`config.mk`:
```
export PLATFORM = sky130hd
export DESIGN_NAME = sync_fifo
export DESIGN_NICKNAME = d
export VERILOG_FILES = /design/src/rtl/sync_fifo_pkg.sv /design/src/rtl/fifo_ptr.sv /design/src/rtl/sync_fifo.sv
export SDC_FILE = /design/constraint.sdc
export NUM_CORES = 1
export LEC_CHECK = 0
export CORE_UTILIZATION = 56
export CTS_CLUSTER_SIZE = 40
export DETAILED_ROUTE_END_ITERATION = 8
export PLACE_DENSITY = 0.85
export RECOVER_POWER = 100
export SLEW_MARGIN = 10
export SYNTH_ARGS = -nofsm -noshare
export SYNTH_HDL_FRONTEND = slang
export SYNTH_SLANG_ARGS = --single-unit
```
`constraint.sdc`:
```
create_clock -name clk -period 2.9 [get_ports clk]
set_input_delay 0.58 -clock clk [delete_from_list [all_inputs] [get_ports clk]]
set_output_delay 0.58 -clock clk [all_outputs]
set_load 0.01 [all_outputs]
```
`src/rtl/sync_fifo_pkg.sv`:
```
// sync_fifo shared helpers.
// Sizing functions and parameter legality check.
package sync_fifo_pkg;

  function automatic int depth_of(input int add);
    return 1 << add;
  endfunction

  function automatic int cnt_w(input int add);
    return add + 1;
  endfunction

  function automatic bit params_ok(
    input int add,
    input int af,
    input int ae
  );
    return (add >= 1) && (ae >= 0) &&
           (ae < af) && (af <= (1 << add));
  endfunction

endpackage

```
`src/rtl/fifo_ptr.sv`:
```
// Binary FIFO pointer with wrap bit.
// Increments modulo 2^W on inc.
module fifo_ptr #(
  parameter int W = 4
) (
  input  logic         clk,
  input  logic         rst,
  input  logic         inc,
  output logic [W-1:0] ptr
);

  always_ff @(posedge clk or negedge rst) begin
    if (!rst)
      ptr <= '0;
    else if (inc)
      ptr <= ptr + 1'b1;
  end

endmodule

```
`src/rtl/sync_fifo.sv`:
```
// Single-clock FIFO with thresholds, sticky errors
// and optional first-word-fall-through read.
module sync_fifo
  import sync_fifo_pkg::*;
#(
  parameter int DATA     = 8,
  parameter int ADD      = 3,
  parameter int AF_LEVEL = 6,
  parameter int AE_LEVEL = 2,
  parameter bit FWFT     = 1'b0
) (
  input  logic            clk,
  input  logic            rst,
  input  logic            w_en,
  input  logic [DATA-1:0] wdata,
  input  logic            r_en,
  input  logic            clr_err,
  output logic [DATA-1:0] rdata,
  output logic            full,
  output logic            empty,
  output logic            almost_full,
  output logic            almost_empty,
  output logic [ADD:0]    count,
  output logic            overflow,
  output logic            underflow
);

  localparam int DEPTH = depth_of(ADD);
  localparam int CW    = cnt_w(ADD);

  localparam logic [CW-1:0] AF_L = CW'(AF_LEVEL);
  localparam logic [CW-1:0] AE_L = CW'(AE_LEVEL);

  if (!params_ok(ADD, AF_LEVEL, AE_LEVEL)) begin : g_bad
    $error("sync_fifo: illegal ADD/AF_LEVEL/AE_LEVEL");
  end

  logic [DATA-1:0] mem [DEPTH];
  logic [ADD:0]    wptr;
  logic [ADD:0]    rptr;
  logic            wr_ok;
  logic            rd_ok;

  assign wr_ok = w_en & ~full;
  assign rd_ok = r_en & ~empty;

  fifo_ptr #(.W(CW)) u_wptr (
    .clk (clk),
    .rst (rst),
    .inc (wr_ok),
    .ptr (wptr)
  );

  fifo_ptr #(.W(CW)) u_rptr (
    .clk (clk),
    .rst (rst),
    .inc (rd_ok),
    .ptr (rptr)
  );

  assign empty = (wptr == rptr);
  assign full  = (wptr[ADD] != rptr[ADD]) &&
                 (wptr[ADD-1:0] == rptr[ADD-1:0]);
  assign count = wptr - rptr;

  assign almost_full  = (count >= AF_L);
  assign almost_empty = (count <= AE_L);

  // Storage is deliberately left out of reset.
  always_ff @(posedge clk) begin
    if (wr_ok)
      mem[wptr[ADD-1:0]] <= wdata;
  end

  // A set on the same edge as clr_err wins.
  always_ff @(posedge clk or negedge rst) begin
    if (!rst) begin
      overflow  <= 1'b0;
      underflow <= 1'b0;
    end else begin
      if (w_en && full)
        overflow <= 1'b1;
      else if (clr_err)
        overflow <= 1'b0;
      if (r_en && empty)
        underflow <= 1'b1;
      else if (clr_err)
        underflow <= 1'b0;
    end
  end

  if (FWFT) begin : g_fwft
    assign rdata = mem[rptr[ADD-1:0]];
  end else begin : g_reg
    logic [DATA-1:0] rdata_q;
    always_ff @(posedge clk or negedge rst) begin
      if (!rst)
        rdata_q <= '0;
      else if (rd_ok)
        rdata_q <= mem[rptr[ADD-1:0]];
    end
    assign rdata = rdata_q;
  end

endmodule

```
# [Yosys cells after proc, flatten, opt, wreduce, memory -nomap -nowiden]
# Memories as Yosys holds them, arrays and structs flattened. A register that Yosys moved wholly into a read port is not among the register bits.
# Index checks and enable logic that the tools add are counted.
[word_totals] ram_bits=64 mem_count=1 ff_bits=10 output_inout_bits=18
[mem_list] memory="mem" words=8 width=8 rd=1 rd_ports_with_merged_regs=1 wr=1 line="sync_fifo.sv:38" text="logic [DATA-1:0] mem [DEPTH];"
[classes] n_mux=5 reduce_logical=6 eq_ne=3 n_addsub=3 n_bitwise=4 n_lt_le_gt_ge=2
[op_table] operator="adder 4 x 1 -> 4 bit, second input constant" n=2
[op_table] operator="2-to-1 mux 1 bit" n=5
[op_table] operator="equality test 4 bit" n=1
[op_table] operator=">= comparator 4 x 3 -> 1 bit, second input constant" n=1
[op_table] operator="less-or-equal comparator 4 x 2 -> 1 bit, second input constant" n=1
[op_table] operator="nonzero test 2 bit" n=2
[op_table] operator="subtractor 4 bit" n=1
[op_table] operator="equality test 3 bit" n=1
[op_table] operator="logical AND 1 bit" n=3
[op_table] operator="bitwise AND 1 bit" n=2
[op_table] operator="NOT 1 bit" n=2
[op_table] operator="logical NOT 1 bit" n=1
[op_table] operator="!= test 1 bit" n=1

# [Logic depth before layout (Yosys ltp)]
# Gate-level depths: netlist (run 1).
[logic_depth] depth_word=6 ltp_mapped=7 ltp_nobuf=6

# [Cells and area by module]
# From an unflattened synthesis (run 1), not the netlist that was laid out.
[unflattened] hier_cells=217 hier_area_um2=3387.0
[by_module_without_submodules] module="sync_fifo" area_per_inst_um2=3066.7 n_inst=1 seq_area_each_um2=2172.1 cells_each=195
[by_module_without_submodules] module="fifo_ptr" area_per_inst_um2=160.2 n_inst=2 seq_area_each_um2=100.1 cells_each=11

# [Worst setup path after synthesis (run 1)]
# No wires, ideal clock.
[synth_path] kind="reg-to-reg" from="reg u_rptr.ptr[1]" to="mem mem[0][0] (enable)" slack_ns=0.525 t_required_ns=2.505 stages_incl_launch_ff=6 arrival_time_ns=1.981 setup_time_ns=0.395 n_path_buf=0 path_cell_list="dfrtp_1 > inv_1 > ha_1 > nand3_1 > o21ai_1 > nor4_1"
[synth_between] elab_chain_len=6
[synth_rtl] element="start, declared" line="fifo_ptr.sv:9" text="output logic [W-1:0] ptr"
[synth_rtl] element="start signal, assigned" line="fifo_ptr.sv:16" text="ptr <= ptr + 1'b1;"
[synth_rtl] element="equality test 3 bit" line="sync_fifo.sv:63" text="(wptr[ADD-1:0] == rptr[ADD-1:0]);"
[synth_rtl] element="logical AND 1 bit" line="sync_fifo.sv:62" text="assign full = (wptr[ADD] != rptr[ADD]) &&"
[synth_rtl] element="NOT 1 bit" line="sync_fifo.sv:44" text="assign wr_ok = w_en & ~full;"
[synth_rtl] element="bitwise AND 1 bit" line="sync_fifo.sv:44"
[synth_rtl] element="2-to-1 mux 1 bit" line="sync_fifo.sv:71" text="if (wr_ok)"
[synth_rtl] element="2-to-1 mux 1 bit (not written as such)" line="sync_fifo.sv:72" text="mem[wptr[ADD-1:0]] <= wdata;"
[synth_rtl] element="end, declared" line="sync_fifo.sv:38"
# Every way passes these cells.

# [Worst setup path after layout (run 1)]
[layout_path] from="reg u_rptr.ptr[1]" to="out count[3]"
[layout_between] elab_chain_len=1
[layout_rtl] element="subtractor 4 bit" line="sync_fifo.sv:64" text="assign count = wptr - rptr;"
[layout_rtl] element="end, declared" line="sync_fifo.sv:23" text="output logic [ADD:0] count,"
# Every way passes these cells.

==> summary.txt, run 1 <==
Outcome
  – Status: finished clean

Floorplanning
  – Starting density of the core: 0.598
  – Full die area: 0.00638 sq mm
  – Die W: 79.9 um
  – Number of I/O pins: 31
  – Placement Rows: 27
  – Core Area: 0.00568 sq mm
  – Die height: 79.9 um

Placement
  – Port-buffer cells: 30
  – GPL Wtd Cong: 0.799
  – Post-DP HPWL: 3.97 mm
  – Worst slack, placed: 0.221 ns
  – Area after DPL: 0.00380 sq mm
  – DP Cell Count: 324

STA
  – Slew Viols, Final: 0
  – Final setup fails: 0
  – Fin worst setup slack: 0.103 ns
  – Fmax: 358 MHz
  – Final Hold Fails: 0
  – RSZ-0062 raised after global routing: true
  – Worst relative slew slack: 0.406
  – Final Cycle Share: 0.964
  – Clock Skews: 0.00719 ns
  – Worst-margin pin slew: 0.887 ns
  – Worst hold slack: 0.477 ns
  – Fin crit period: 2.80 ns
  – Setup TNS: 0 ns

Global route
  – Initial antenna violation count: 0
  – Pin count of the biggest net entering global routing: 36
  – First-pass GRT wire length: 9.70 mm
  – Met3 Use GR: 0.0594
  – Met1 Track Usage GR: 0.306
  – GRT overflow: 0
  – Tot GR Track Use: 0.218
  – Met2 Track Usage GR: 0.318
  – Gr busiest metal: met2
  – Vias in the first global route: 1873

Finish
  – Post-route cell area: 0.00398 sq mm
  – Post-Layout Cell Count: 342
  – Final nets: 284
  – FILL cells: 393
  – Share of cells above drive strength 1: 0.137
  – Area delta synth->final: 17.1%
  – Diode count: 0

Critical path
  – CP Capture Type: output pin
  – Worst path top cell family by delay: buffers and inverters
  – CP max FO: 3
  – Worst Setup Path Type: flop to output pin
  – Slowest Stage Delay on Critical Path: 0.53 ns
  – CP required: 2.32 ns
  – CP arrival: 2.22 ns
  – Setup crit start kind: flop
  – Critical path's slowest cell: clkdlybuf4s50_1
  – Worst path bufs/invs: 2
  – Worst-path cell chain: inv_1 -> ha_1 -> nor2b_1 -> o21ai_0 -> a21oi_1 -> nor2_1 -> clkdlybuf4s50_1

Yosys
  – Count of state elements after synthesis: 82
  – Mapped Nets: 239
  – Most numerous cell in the Yosys netlist: edfxtp_1
  – Yosys warnings: 0
  – Synth Flop Type: edfxtp_1
  – Top cell type by total area after synthesis: edfxtp_1
  – Top post-synthesis cells by area: edfxtp_1 57%, dfrtp_1 13%, mux2i_1 4.7%, mux2_2 4.3%, o221ai_1 2.1%
  – Synth top cells by count: 64 x edfxtp_1, 18 x dfrtp_1, 18 x nand2_1, 16 x mux2i_1, 13 x mux2_2
  – Sequential cell area fraction in the yosys report: 0.699
  – Number of synthesized flops with an enable pin: 64
  – Synth Instances: 220
  – Asr flop ratio synth: 0.220
  – Syn_area_per_cell: 15.4 sq um
  – Yosys top cell area share: 0.566
  – Cell area after synthesis: 0.00340 sq mm
  – Post-synth cell types: 32

Clock network
  – # H-tree levels: 3
  – CTS Buf Count: 9
  – CTS sink count: 82
  – TritonCTS clock tree: built
  – Clock Tree Root: clkbuf_8
  – Worst-Skew Late Latency: 0.34 ns
  – Clock-pin transition on the worst setup and hold timing paths: 0.08 ns
  – Clk buf depth: 2

Power and ir drop
  – Leak: 1.46 nW
  – Power per standard cell area: 1090 mW/mm^2
  – Max VDD drop: 0.729 mV

Drt
  – DR pass1 iterations: 4
  – Initial drt markers: 130
  – Drt total wl: 6.00 mm
  – Via/cell ratio: 5.57
  – Post-DR wirelength/cell: 17.5 um
  – Via Count: 1906
  – Drt drc: 0
  – Final ANT Viol Nets: 0

Run
  – Max Cap Viol: 0

Min path
  – Worst Hold Class: flop to flop
## path summary, 6_finish.rpt
path | start | end | depth (start not counted) | slack, ns
worst max-delay path | u_rptr.ptr[1]$_DFFE_PN0P_ | count[3] | 7 | 0.10
worst min-delay path | rdata[3]$_DFFE_PN0P_ | rdata[3]$_DFFE_PN0P_ | 2 | 0.48
worst max register to register | u_wptr.ptr[2]$_DFFE_PN0P_ | u_rptr.ptr[1]$_DFFE_PN0P_ | 5 | 0.45
worst min register to register | rdata[3]$_DFFE_PN0P_ | rdata[3]$_DFFE_PN0P_ | 2 | 0.48
max in group asynchronous | rst | u_rptr.ptr[2]$_DFFE_PN0P_ | 1 | 1.57
min in group asynchronous | rst | u_rptr.ptr[0]$_DFFE_PN0P_ | 1 | 0.77
## area by class of cell
class	count	area, sq um	share of cell area
clock buffer	12	145	0.0365
clock inverter	4	51.3	0.0129
inverter	10	37.5	0.00944
multi-input combinational	121	927	0.233
sequential	82	2370	0.597
tap	72	90.1	0.0226
timing repair buffer	41	352	0.0884
## flip-flops by register name, indices dropped and copies added (netlist names)
| register | cells |
|---|---|
| u_wptr.ptr | 4 |
| mem | 64 |
| underflow | 1 |
| u_rptr.ptr | 4 |
| rdata | 8 |
| overflow | 1 |
## cells in the final DEF (no fill, tap or decap)
cell             synthesis  final
edfxtp_1                64     64
xor2_2                   1      1
nand2_1                 18     18
o221ai_1                 8      8
dlygate4sd2_1            0      2
mux2_2                  13     13
buf_4                    2      3
xnor2_2                  0      1
o21ai_0                  4     14
clkinvlp_4               0      1
dfrtp_1                 18     16
xnor2_1                  6      5
nor4_1                   1      1
bufinv_16                0      1
dfrtp_2                  0      2
o21ai_1                 10      1
mux2i_1                 16     16
xor2_1                   2      2
fa_2                     0      1
o211ai_1                 0      1
mux2_1                   3      4
inv_1                   10     10
clkinv_2                 0      1
nor2_2                   3      1
clkbuf_1                 0      9
clkinv_4                 0      1
nor2_1                   6      8
a22oi_1                  8      8
ha_1                     5      5
and3_1                   1      1
dlygate4sd3_1            0     22
nand3_1                  2      2
clkdlybuf4s50_1          0      6
clkbuf_2                 0      1
clkbuf_8                 0     10
nor3_1                   4      4
a21oi_1                  2      2
nor2b_1                  2      2
o21a_1                   2      2
## cells by family (layout without fill, tap and decap cells)
| group | count (synthesis) | in the layout | share of synthesized area |
|---|---|---|---|
| simple gates | 37 | 37 | 0.0483 |
| mux | 33 | 33 | 0.105 |
| compound gates | 36 | 36 | 0.0726 |
| xor+xnor | 9 | 9 | 0.0254 |
| fa+ha+maj | 6 | 6 | 0.0243 |
| buf+inv | 17 | 67 | 0.0262 |
| flops | 82 | 82 | 0.699 |
## what timing repair did
item	in CTS	in global routing
endpoints found under the setup margin	4	3
cloned	0	0
buffers inserted	2	0
gates resized for setup	6	0
hold buffers	0	0
## stage by stage
step,util,power (mW)
CTS,0.709,4.47
floorplan,-,2.91
global route,0.701,4.62
finish,0.701,4.33
global placement,0.670,3.58
detailed placement,0.670,3.64
## worst reg2reg max path: stages (launching register included)
cell,delay [ns]
dfrtp_1,0.48
ha_1,0.40
nand3_1,0.21
o21ai_0,0.51
clkbuf_2,0.39
mux2_1,0.36
## power breakdown
group | switching, mW | internal (mW) | leakage [nW]
registers | 0.141 | 1.55 | 0.796
logic | 0.993 | 0.835 | 0.563
clock network | 0.389 | 0.422 | 0.0966
## per-layer routing
layer | part of all wire | vias up | wire length (um)
li1 | - | 917 | -
met1 | 0.47 | 932 | 2830
met2 | 0.47 | 51 | 2820
met3 | 0.045 | 6 | 267
met4 | 0.014 | 0 | 81
met5 | 0 | - | 0
Power figures use the tool's default switching activity.
==> run 2, diff against run 1 <==
--- a/config.mk
+++ b/config.mk
@@ -8,6 +8,7 @@
 export CORE_UTILIZATION = 56
 export CTS_CLUSTER_SIZE = 40
 export DETAILED_ROUTE_END_ITERATION = 8
+export GPL_ROUTABILITY_DRIVEN = 1
 export PLACE_DENSITY = 0.85
 export RECOVER_POWER = 100
 export SLEW_MARGIN = 10
==> results of run 2 <==
Same layout as run 1: the final DEF is identical, and so are final timing and power.
